--- src/rtl/tetris_pkg.sv ---
// ============================================================================
// tetris_pkg: phase codes and one-hot screen-select encodings shared by the
// phase controller and the VGA output mux.  Rev 1.0
// ============================================================================
`default_nettype none

package tetris_pkg;

  localparam logic [1:0] PH_READY = 2'd0;
  localparam logic [1:0] PH_PLAY  = 2'd1;
  localparam logic [1:0] PH_OVER  = 2'd2;

  // Bit order is {gameready, start, over}, matching the mux select inputs.
  localparam logic [2:0] SEL_READY = 3'b100;
  localparam logic [2:0] SEL_PLAY  = 3'b010;
  localparam logic [2:0] SEL_OVER  = 3'b001;

  typedef enum logic [1:0] {
    ST_READY = PH_READY,
    ST_PLAY  = PH_PLAY,
    ST_OVER  = PH_OVER
  } phase_e;

  function automatic logic [2:0] phase_sel(input phase_e ph);
    logic [2:0] sel;
    sel = SEL_READY;
    case (ph)
      ST_READY: sel = SEL_READY;
      ST_PLAY:  sel = SEL_PLAY;
      ST_OVER:  sel = SEL_OVER;
      default:  sel = SEL_READY;
    endcase
    return sel;
  endfunction

endpackage

`default_nettype wire

--- src/rtl/tetris_phase_ctrl_key_debounce.sv ---
// ============================================================================
// key_debounce: 2-FF synchronizer, stability counter and one-cycle press
// pulse for an active-low push-button.  Rev 1.0
// ============================================================================
`default_nettype none

module key_debounce
  import tetris_pkg::*;
#(
  parameter int DEBOUNCE_CYCLES = 500000
) (
  input  logic clk,
  input  logic rst_n,
  input  logic key_n_i,
  output logic press_o
);

  localparam int CW = (DEBOUNCE_CYCLES > 1) ? $clog2(DEBOUNCE_CYCLES) : 1;
  localparam logic [CW-1:0] CNT_LAST = CW'(DEBOUNCE_CYCLES - 1);

  logic [1:0]    sync_q;
  logic          deb_q, deb_d;
  logic [CW-1:0] cnt_q, cnt_d;
  logic          press_q, press_d;

  // Counting only while the synced level differs from the accepted one means
  // any bounce back to the accepted level restarts the count.
  always_comb begin
    deb_d   = deb_q;
    cnt_d   = cnt_q;
    press_d = 1'b0;
    if (sync_q[1] == deb_q) begin
      cnt_d = '0;
    end else if (cnt_q == CNT_LAST) begin
      deb_d   = sync_q[1];
      cnt_d   = '0;
      press_d = deb_q & ~sync_q[1];
    end else begin
      cnt_d = cnt_q + 1'b1;
    end
  end

  always_ff @(posedge clk or negedge rst_n) begin
    if (!rst_n) begin
      sync_q  <= 2'b11;
      deb_q   <= 1'b1;
      cnt_q   <= '0;
      press_q <= 1'b0;
    end else begin
      sync_q  <= {sync_q[0], key_n_i};
      deb_q   <= deb_d;
      cnt_q   <= cnt_d;
      press_q <= press_d;
    end
  end

  assign press_o = press_q;

endmodule

`default_nettype wire

--- src/rtl/tetris_phase_ctrl.sv ---
// ============================================================================
// tetris_phase_ctrl: READY/PLAY/OVER game-phase sequencer committing every
// phase change on a vsync frame boundary.  Rev 1.0
// ============================================================================
`default_nettype none

module tetris_phase_ctrl
  import tetris_pkg::*;
#(
  parameter int   DEBOUNCE_CYCLES     = 500000,
  parameter int   OVER_MIN_FRAMES     = 120,
  parameter int   OVER_TIMEOUT_FRAMES = 1800,
  parameter logic VSYNC_ACTIVE        = 1'b0
) (
  input  logic clk,
  input  logic rst_n,
  input  logic key_start_n,
  input  logic over_req,
  input  logic vsync_in,
  output logic gameready_sig,
  output logic start_sig,
  output logic over_sig,
  output logic game_clr,
  output logic frame_tick
);

  localparam int FCW = $clog2(OVER_TIMEOUT_FRAMES + 1);
  localparam logic [FCW-1:0] F_MIN = FCW'(OVER_MIN_FRAMES);
  localparam logic [FCW-1:0] F_MAX = FCW'(OVER_TIMEOUT_FRAMES);

  logic           press;
  logic           vsync_q;
  logic           fb;
  logic           key_ev, over_ev;
  logic           pend_key_q, pend_key_d;
  logic           pend_over_q, pend_over_d;
  phase_e         phase_q, phase_d;
  logic [FCW-1:0] fcnt_q, fcnt_d, fcnt_inc;
  logic [2:0]     sel_q, sel_d;
  logic           clr_q, clr_d;
  logic           tick_q;

  key_debounce #(
    .DEBOUNCE_CYCLES(DEBOUNCE_CYCLES)
  ) u_key_debounce (
    .clk    (clk),
    .rst_n  (rst_n),
    .key_n_i(key_start_n),
    .press_o(press)
  );

  assign fb = (vsync_in == VSYNC_ACTIVE) && (vsync_q != VSYNC_ACTIVE);

  // Events are filtered by phase before latching, so a dropped key in early
  // OVER or a stray over_req in READY never reaches the commit logic.
  assign key_ev  = press && ((phase_q == ST_READY) ||
                             ((phase_q == ST_OVER) && (fcnt_q >= F_MIN)));
  assign over_ev = over_req && (phase_q == ST_PLAY);
  assign fcnt_inc = (fcnt_q == F_MAX) ? fcnt_q : fcnt_q + 1'b1;

  always_comb begin
    phase_d     = phase_q;
    fcnt_d      = fcnt_q;
    clr_d       = 1'b0;
    pend_key_d  = pend_key_q | key_ev;
    pend_over_d = pend_over_q | over_ev;
    if (fb) begin
      pend_key_d  = 1'b0;
      pend_over_d = 1'b0;
      case (phase_q)
        ST_READY: begin
          if (pend_key_q || key_ev) begin
            phase_d = ST_PLAY;
            clr_d   = 1'b1;
          end
        end
        ST_PLAY: begin
          if (pend_over_q || over_ev) begin
            phase_d = ST_OVER;
            fcnt_d  = '0;
          end
        end
        ST_OVER: begin
          fcnt_d = fcnt_inc;
          if (pend_key_q || key_ev || (fcnt_inc == F_MAX)) begin
            phase_d = ST_READY;
          end
        end
        default: phase_d = ST_READY;
      endcase
    end
    sel_d = phase_sel(phase_d);
  end

  always_ff @(posedge clk or negedge rst_n) begin
    if (!rst_n) begin
      vsync_q     <= VSYNC_ACTIVE;
      pend_key_q  <= 1'b0;
      pend_over_q <= 1'b0;
      phase_q     <= ST_READY;
      fcnt_q      <= '0;
      sel_q       <= SEL_READY;
      clr_q       <= 1'b0;
      tick_q      <= 1'b0;
    end else begin
      vsync_q     <= vsync_in;
      pend_key_q  <= pend_key_d;
      pend_over_q <= pend_over_d;
      phase_q     <= phase_d;
      fcnt_q      <= fcnt_d;
      sel_q       <= sel_d;
      clr_q       <= clr_d;
      tick_q      <= fb;
    end
  end

  assign {gameready_sig, start_sig, over_sig} = sel_q;
  assign game_clr   = clr_q;
  assign frame_tick = tick_q;

endmodule

`default_nettype wire

--- config.mk ---
export PLATFORM = sky130hd
export DESIGN_NAME = tetris_phase_ctrl
export DESIGN_NICKNAME = d
export VERILOG_FILES = /design/src/rtl/tetris_pkg.sv /design/src/rtl/tetris_phase_ctrl_key_debounce.sv /design/src/rtl/tetris_phase_ctrl.sv
export SDC_FILE = /design/constraint.sdc
export NUM_CORES = 1
export LEC_CHECK = 0
export BUFFER_PORTS_ARGS = -buffer_cell sky130_fd_sc_hd__clkbuf_2
export CORE_ASPECT_RATIO = 0.75
export CORE_UTILIZATION = 48
export CTS_BUF_LIST = sky130_fd_sc_hd__clkbuf_8 sky130_fd_sc_hd__clkbuf_16
export DETAILED_ROUTE_END_ITERATION = 16
export GPL_TIMING_DRIVEN = 0
export HOLD_SLACK_MARGIN = 0.12
export PLACE_DENSITY_LB_ADDON = 0.08
export SLEW_MARGIN = 30
export SYNTH_ARGS = -nofsm -noshare
export SYNTH_HDL_FRONTEND = slang
export SYNTH_SLANG_ARGS = --single-unit
--- constraint.sdc ---
create_clock -name clk -period 3 [get_ports clk]
set_input_delay 0.6 -clock clk [delete_from_list [all_inputs] [get_ports clk]]
set_output_delay 0.6 -clock clk [all_outputs]
set_load 0.01 [all_outputs]
==> results by group <==
Worst setup path
  – Critical Path AT: 2.72 ns
  – Path depth of the worst reg2reg path: 8
  – Reg-to-reg setup timing slack: 0.49 ns
  – Crit Path Class: reg -> reg
  – Worst setup startpoint: fcnt_q[0]
  – Worst setup EP type: flip-flop
  – Reg-to-Reg Start: fcnt_q[0]
  – CP Capture Point: sel_q[2]
  – Critical path data required time: 3.22 ns
  – Startpoint type of the worst setup path: flip-flop
  – Crit-path max FO: 8
  – R2R Path End: sel_q[2]
  – Worst path slowest cell: dfrtp_1
  – Crit-path max cell delay: 0.47 ns
  – Cell mode on critical path: ha_1
  – CP cell instances: inv_1, ha_1, nand4b_1, o41a_1, a2111oi_2, o2111ai_1, o31a_1, ha_1

Clock tree
  – Clock sinks: 44
  – Clock Latency Late Sink: 0.29 ns
  – CTS clk-pin slew, worst paths: 0.09 ns
  – CTS tree: done
  – CTS root buf: clkbuf_8
  – CTS max path bufs: 2
  – Post-CTS Hold Buffers: 0
  – Post-CTS Setup Bufs: 0
  – H-tree level count: 2
  – Resized cells post-CTS: 0
  – Num CTS Buffers: 5

Logic synthesis
  – Top_reg_cell synth: dfrtp_1
  – Async set or reset register ratio after synthesis: 100%
  – Synthesized flop and latch total: 44
  – Avg Inst Size Synth: 9.72 sq um
  – Synth warn: 0
  – Synth cell types: 45
  – Synth Area in Adders: 3.87%
  – EDFF count, synth: 0
  – Synth Area in Compound Gates: 11.8%
  – Post-synthesis simple-gate area fraction: 24.3%
  – Mapped Nets: 245
  – Synthesized instance count: 233
  – Largest family of logic cells by synthesized area: simple AND/OR/NAND/NOR gates
  – Synthesized area: 2270 sq um
  – Post-synthesis xor/xnor area fraction: 6.96%
  – Post-synthesis mux area share: 0.883%
  – Seq/Total Area, Yosys: 48.8%

STA
  – Tmin final: 2.51 ns
  – Tcrit/Tclk final: 83.5%
  – Worst Skew: 0.00817 ns
  – Worst slew margin: 58.2%
  – Final Hold Viols: 0
  – Slew Limit Fails: 0
  – Setup violators final: 0
  – Hold_ws: 0.326 ns
  – F_max: 399 MHz
  – Setup TNS after final layout: 0 ns
  – Slew @ Worst Pin: 0.625 ns
  – RSZ-0062 raised after global routing: no

Placed design
  – Port Buf Inserts: 9
  – Post-DP Area: 2380 sq um
  – Dpl hpwl: 2950 microns
  – Routability Congestion: 0.832

Global route
  – Global-route wire length before repair: 7060 microns
  – GR Layer Usage met1: 30.0%
  – Largest net degree at the start of global routing: 45
  – GR Util met3: 4.89%
  – Total GRT Usage: 19.5%
  – Vias in the first global route: 1471
  – GR Layer Usage met2: 25.8%
  – Initial antenna violation count: 0
  – Overflow after GRT: 0
  – Top Usage Layer GRT: met1

Routing
  – Final WL: 4320 microns
  – DRC viols: 0
  – DR pass1 iterations: 4
  – Wirelength per Cell: 14.1 microns
  – Avg Vias per Cell: 5.48
  – DRT iter0 DRCs: 74
  – Final ANT Viol Nets: 0
  – DR vias: 1681

Finish
  – Ant. Diodes: 0
  – Fraction of layout cells with a size suffix above 1: 11.6%
  – Fin nets: 261
  – Final Util: 55.0%
  – Cell area after layout: 2470 sq um
  – Layout area overhead: 9.00%

Power and ir drop
  – Worst vdd ir: 0.251 mV
  – Leak pwr: 1.12 nW
  – PD cells: 466 nW/um^2

Floorplan
  – Initial core utilization: 50.4%
  – I/O pin count: 10
  – Placeable Area: 4490 sq um
  – Die H: 61.5 microns
  – Die width: 81.3 microns
  – Row Count: 21
  – Die footprint: 5000 sq um

Status
  – Outcome: finished clean

Min path
  – Hold crit path type: in -> async

Job
  – Max-Cap Viols: 0
[layout by cell type (no fill, tap or decap), types with 2 or more instances in the layout]
cell type / instances
dfrtp_1: 40
nor2_1: 34
nand2_1: 14
xor2_1: 14
nand3_1: 12
o21ai_0: 10
inv_1: 8
clkbuf_2: 8
nand4_1: 7
ha_1: 7
nor3_1: 6
nand2b_1: 6
buf_2: 5
and2_1: 5
and3_1: 5
a21oi_1: 5
clkbuf_8: 5
nor4_1: 4
o31ai_1: 4
and4_1: 4
xnor2_1: 4
o21ai_1: 4
dfstp_2: 4
nand3b_1: 3
a31oi_1: 3
mux2i_1: 2
a221o_1: 2
clkbuf_1: 2
a22o_1: 2
[critical path, delay by kind of cell, from the launching register on]
family | cells | cell delay, ns
flip-flops | 1 | 0.47
adder cells (fa/ha/maj) | 2 | 0.46
AND/OR/NAND/NOR | 1 | 0.16
AO/OA/AOI/OAI | 4 | 1.21
buffers and inverters | 1 | 0.13
[metal layers]
layer  share of wire [%]  vias to the layer above
met1                  57                      788
met4                 1.4                        0
met2                  38                       30
met5                   0                        -
met3                 3.5                        7
li1                    -                      856
[layout make-up]
| class | instances | area (sq um) |
|---|---|---|
| fillers | 402 | 2020 |
| clock inverters | 3 | 16.3 |
| inverters | 8 | 30.0 |
| repair buffers | 9 | 47.5 |
| clock buffers | 5 | 68.8 |
| plain buffers | 8 | 47.5 |
| flip-flops and latches | 44 | 1110 |
| multi-input cells | 173 | 1080 |
| well taps | 57 | 71.3 |
[state kept, by name (all words and copies together), names as in the netlist]
signal / count
fcnt_q: 11
frame_tick: 1
game_clr: 1
pend_key_q: 1
pend_over_q: 1
phase_q: 2
sel_q: 3
u_key_debounce.cnt_q: 19
u_key_debounce.deb_q: 1
u_key_debounce.press_o: 1
u_key_debounce.sync_q: 2
vsync_q: 1
[synthesized netlist by cell type (2+ instances only)]
master | count | area share (%)
nand2_1 | 14 | 2.3
a31oi_1 | 3 | 0.83
clkbuf_1 | 2 | 0.33
and4_1 | 4 | 1.5
nand3_1 | 12 | 2.7
buf_2 | 5 | 1.1
xnor2_1 | 4 | 1.5
nand2b_1 | 6 | 1.7
mux2i_1 | 2 | 0.88
nand4_1 | 7 | 1.9
ha_1 | 7 | 3.9
o31ai_1 | 4 | 1.3
a221o_1 | 2 | 0.88
xor2_1 | 14 | 5.4
nor3_1 | 6 | 1.3
a22o_1 | 2 | 0.77
dfstp_2 | 4 | 4.6
nand3b_1 | 3 | 0.99
and2_1 | 5 | 1.4
nor4_1 | 4 | 1.1
a21oi_1 | 5 | 1.1
and3_1 | 5 | 1.4
dfrtp_1 | 40 | 44
o21ai_1 | 4 | 0.88
o21ai_0 | 10 | 2.2
inv_1 | 7 | 1.2
nor2_1 | 34 | 5.6
[kinds of logic after synthesis]
logic type / Yosys count
AND/OR/NAND/NOR: 107
flip-flops: 44
AO/OA/AOI/OAI: 39
XOR/XNOR: 18
buffers and inverters: 16
adder cells (fa/ha/maj): 7
multiplexers: 2
[worst min path at each step]
stage | startpoint | end | cells past startpoint
floorplan | rst_n | fcnt_q[0] | 0
global placement | u_key_debounce.sync_q[0] | u_key_debounce.sync_q[1] | 0
detailed placement | u_key_debounce.sync_q[0] | u_key_debounce.sync_q[1] | 0
CTS | rst_n | u_key_debounce.cnt_q[7] | 1
global route | key_start_n | u_key_debounce.sync_q[0] | 1
finish | rst_n | u_key_debounce.cnt_q[15] | 1
[power breakdown]
group	leakage [nW]	total [mW]	switching (mW)	internal, mW
logic	0.491	0.154	0.0968	0.0576
registers	0.580	0.641	0.0250	0.616
clock network	0.0453	0.356	0.196	0.159
total	1.12	1.15	0.318	0.833
[per-stage QoR]
stage	setup slack (ns)	instances	power, mW
after floorplan	0.783	233	0.757
after global placement	0.521	299	0.803
after detailed placement	0.537	299	0.805
after CTS	0.512	307	1.17
after global routing	0.393	307	1.22
final	0.494	307	1.15
No activity file was read; power rests on OpenSTA's default activity.
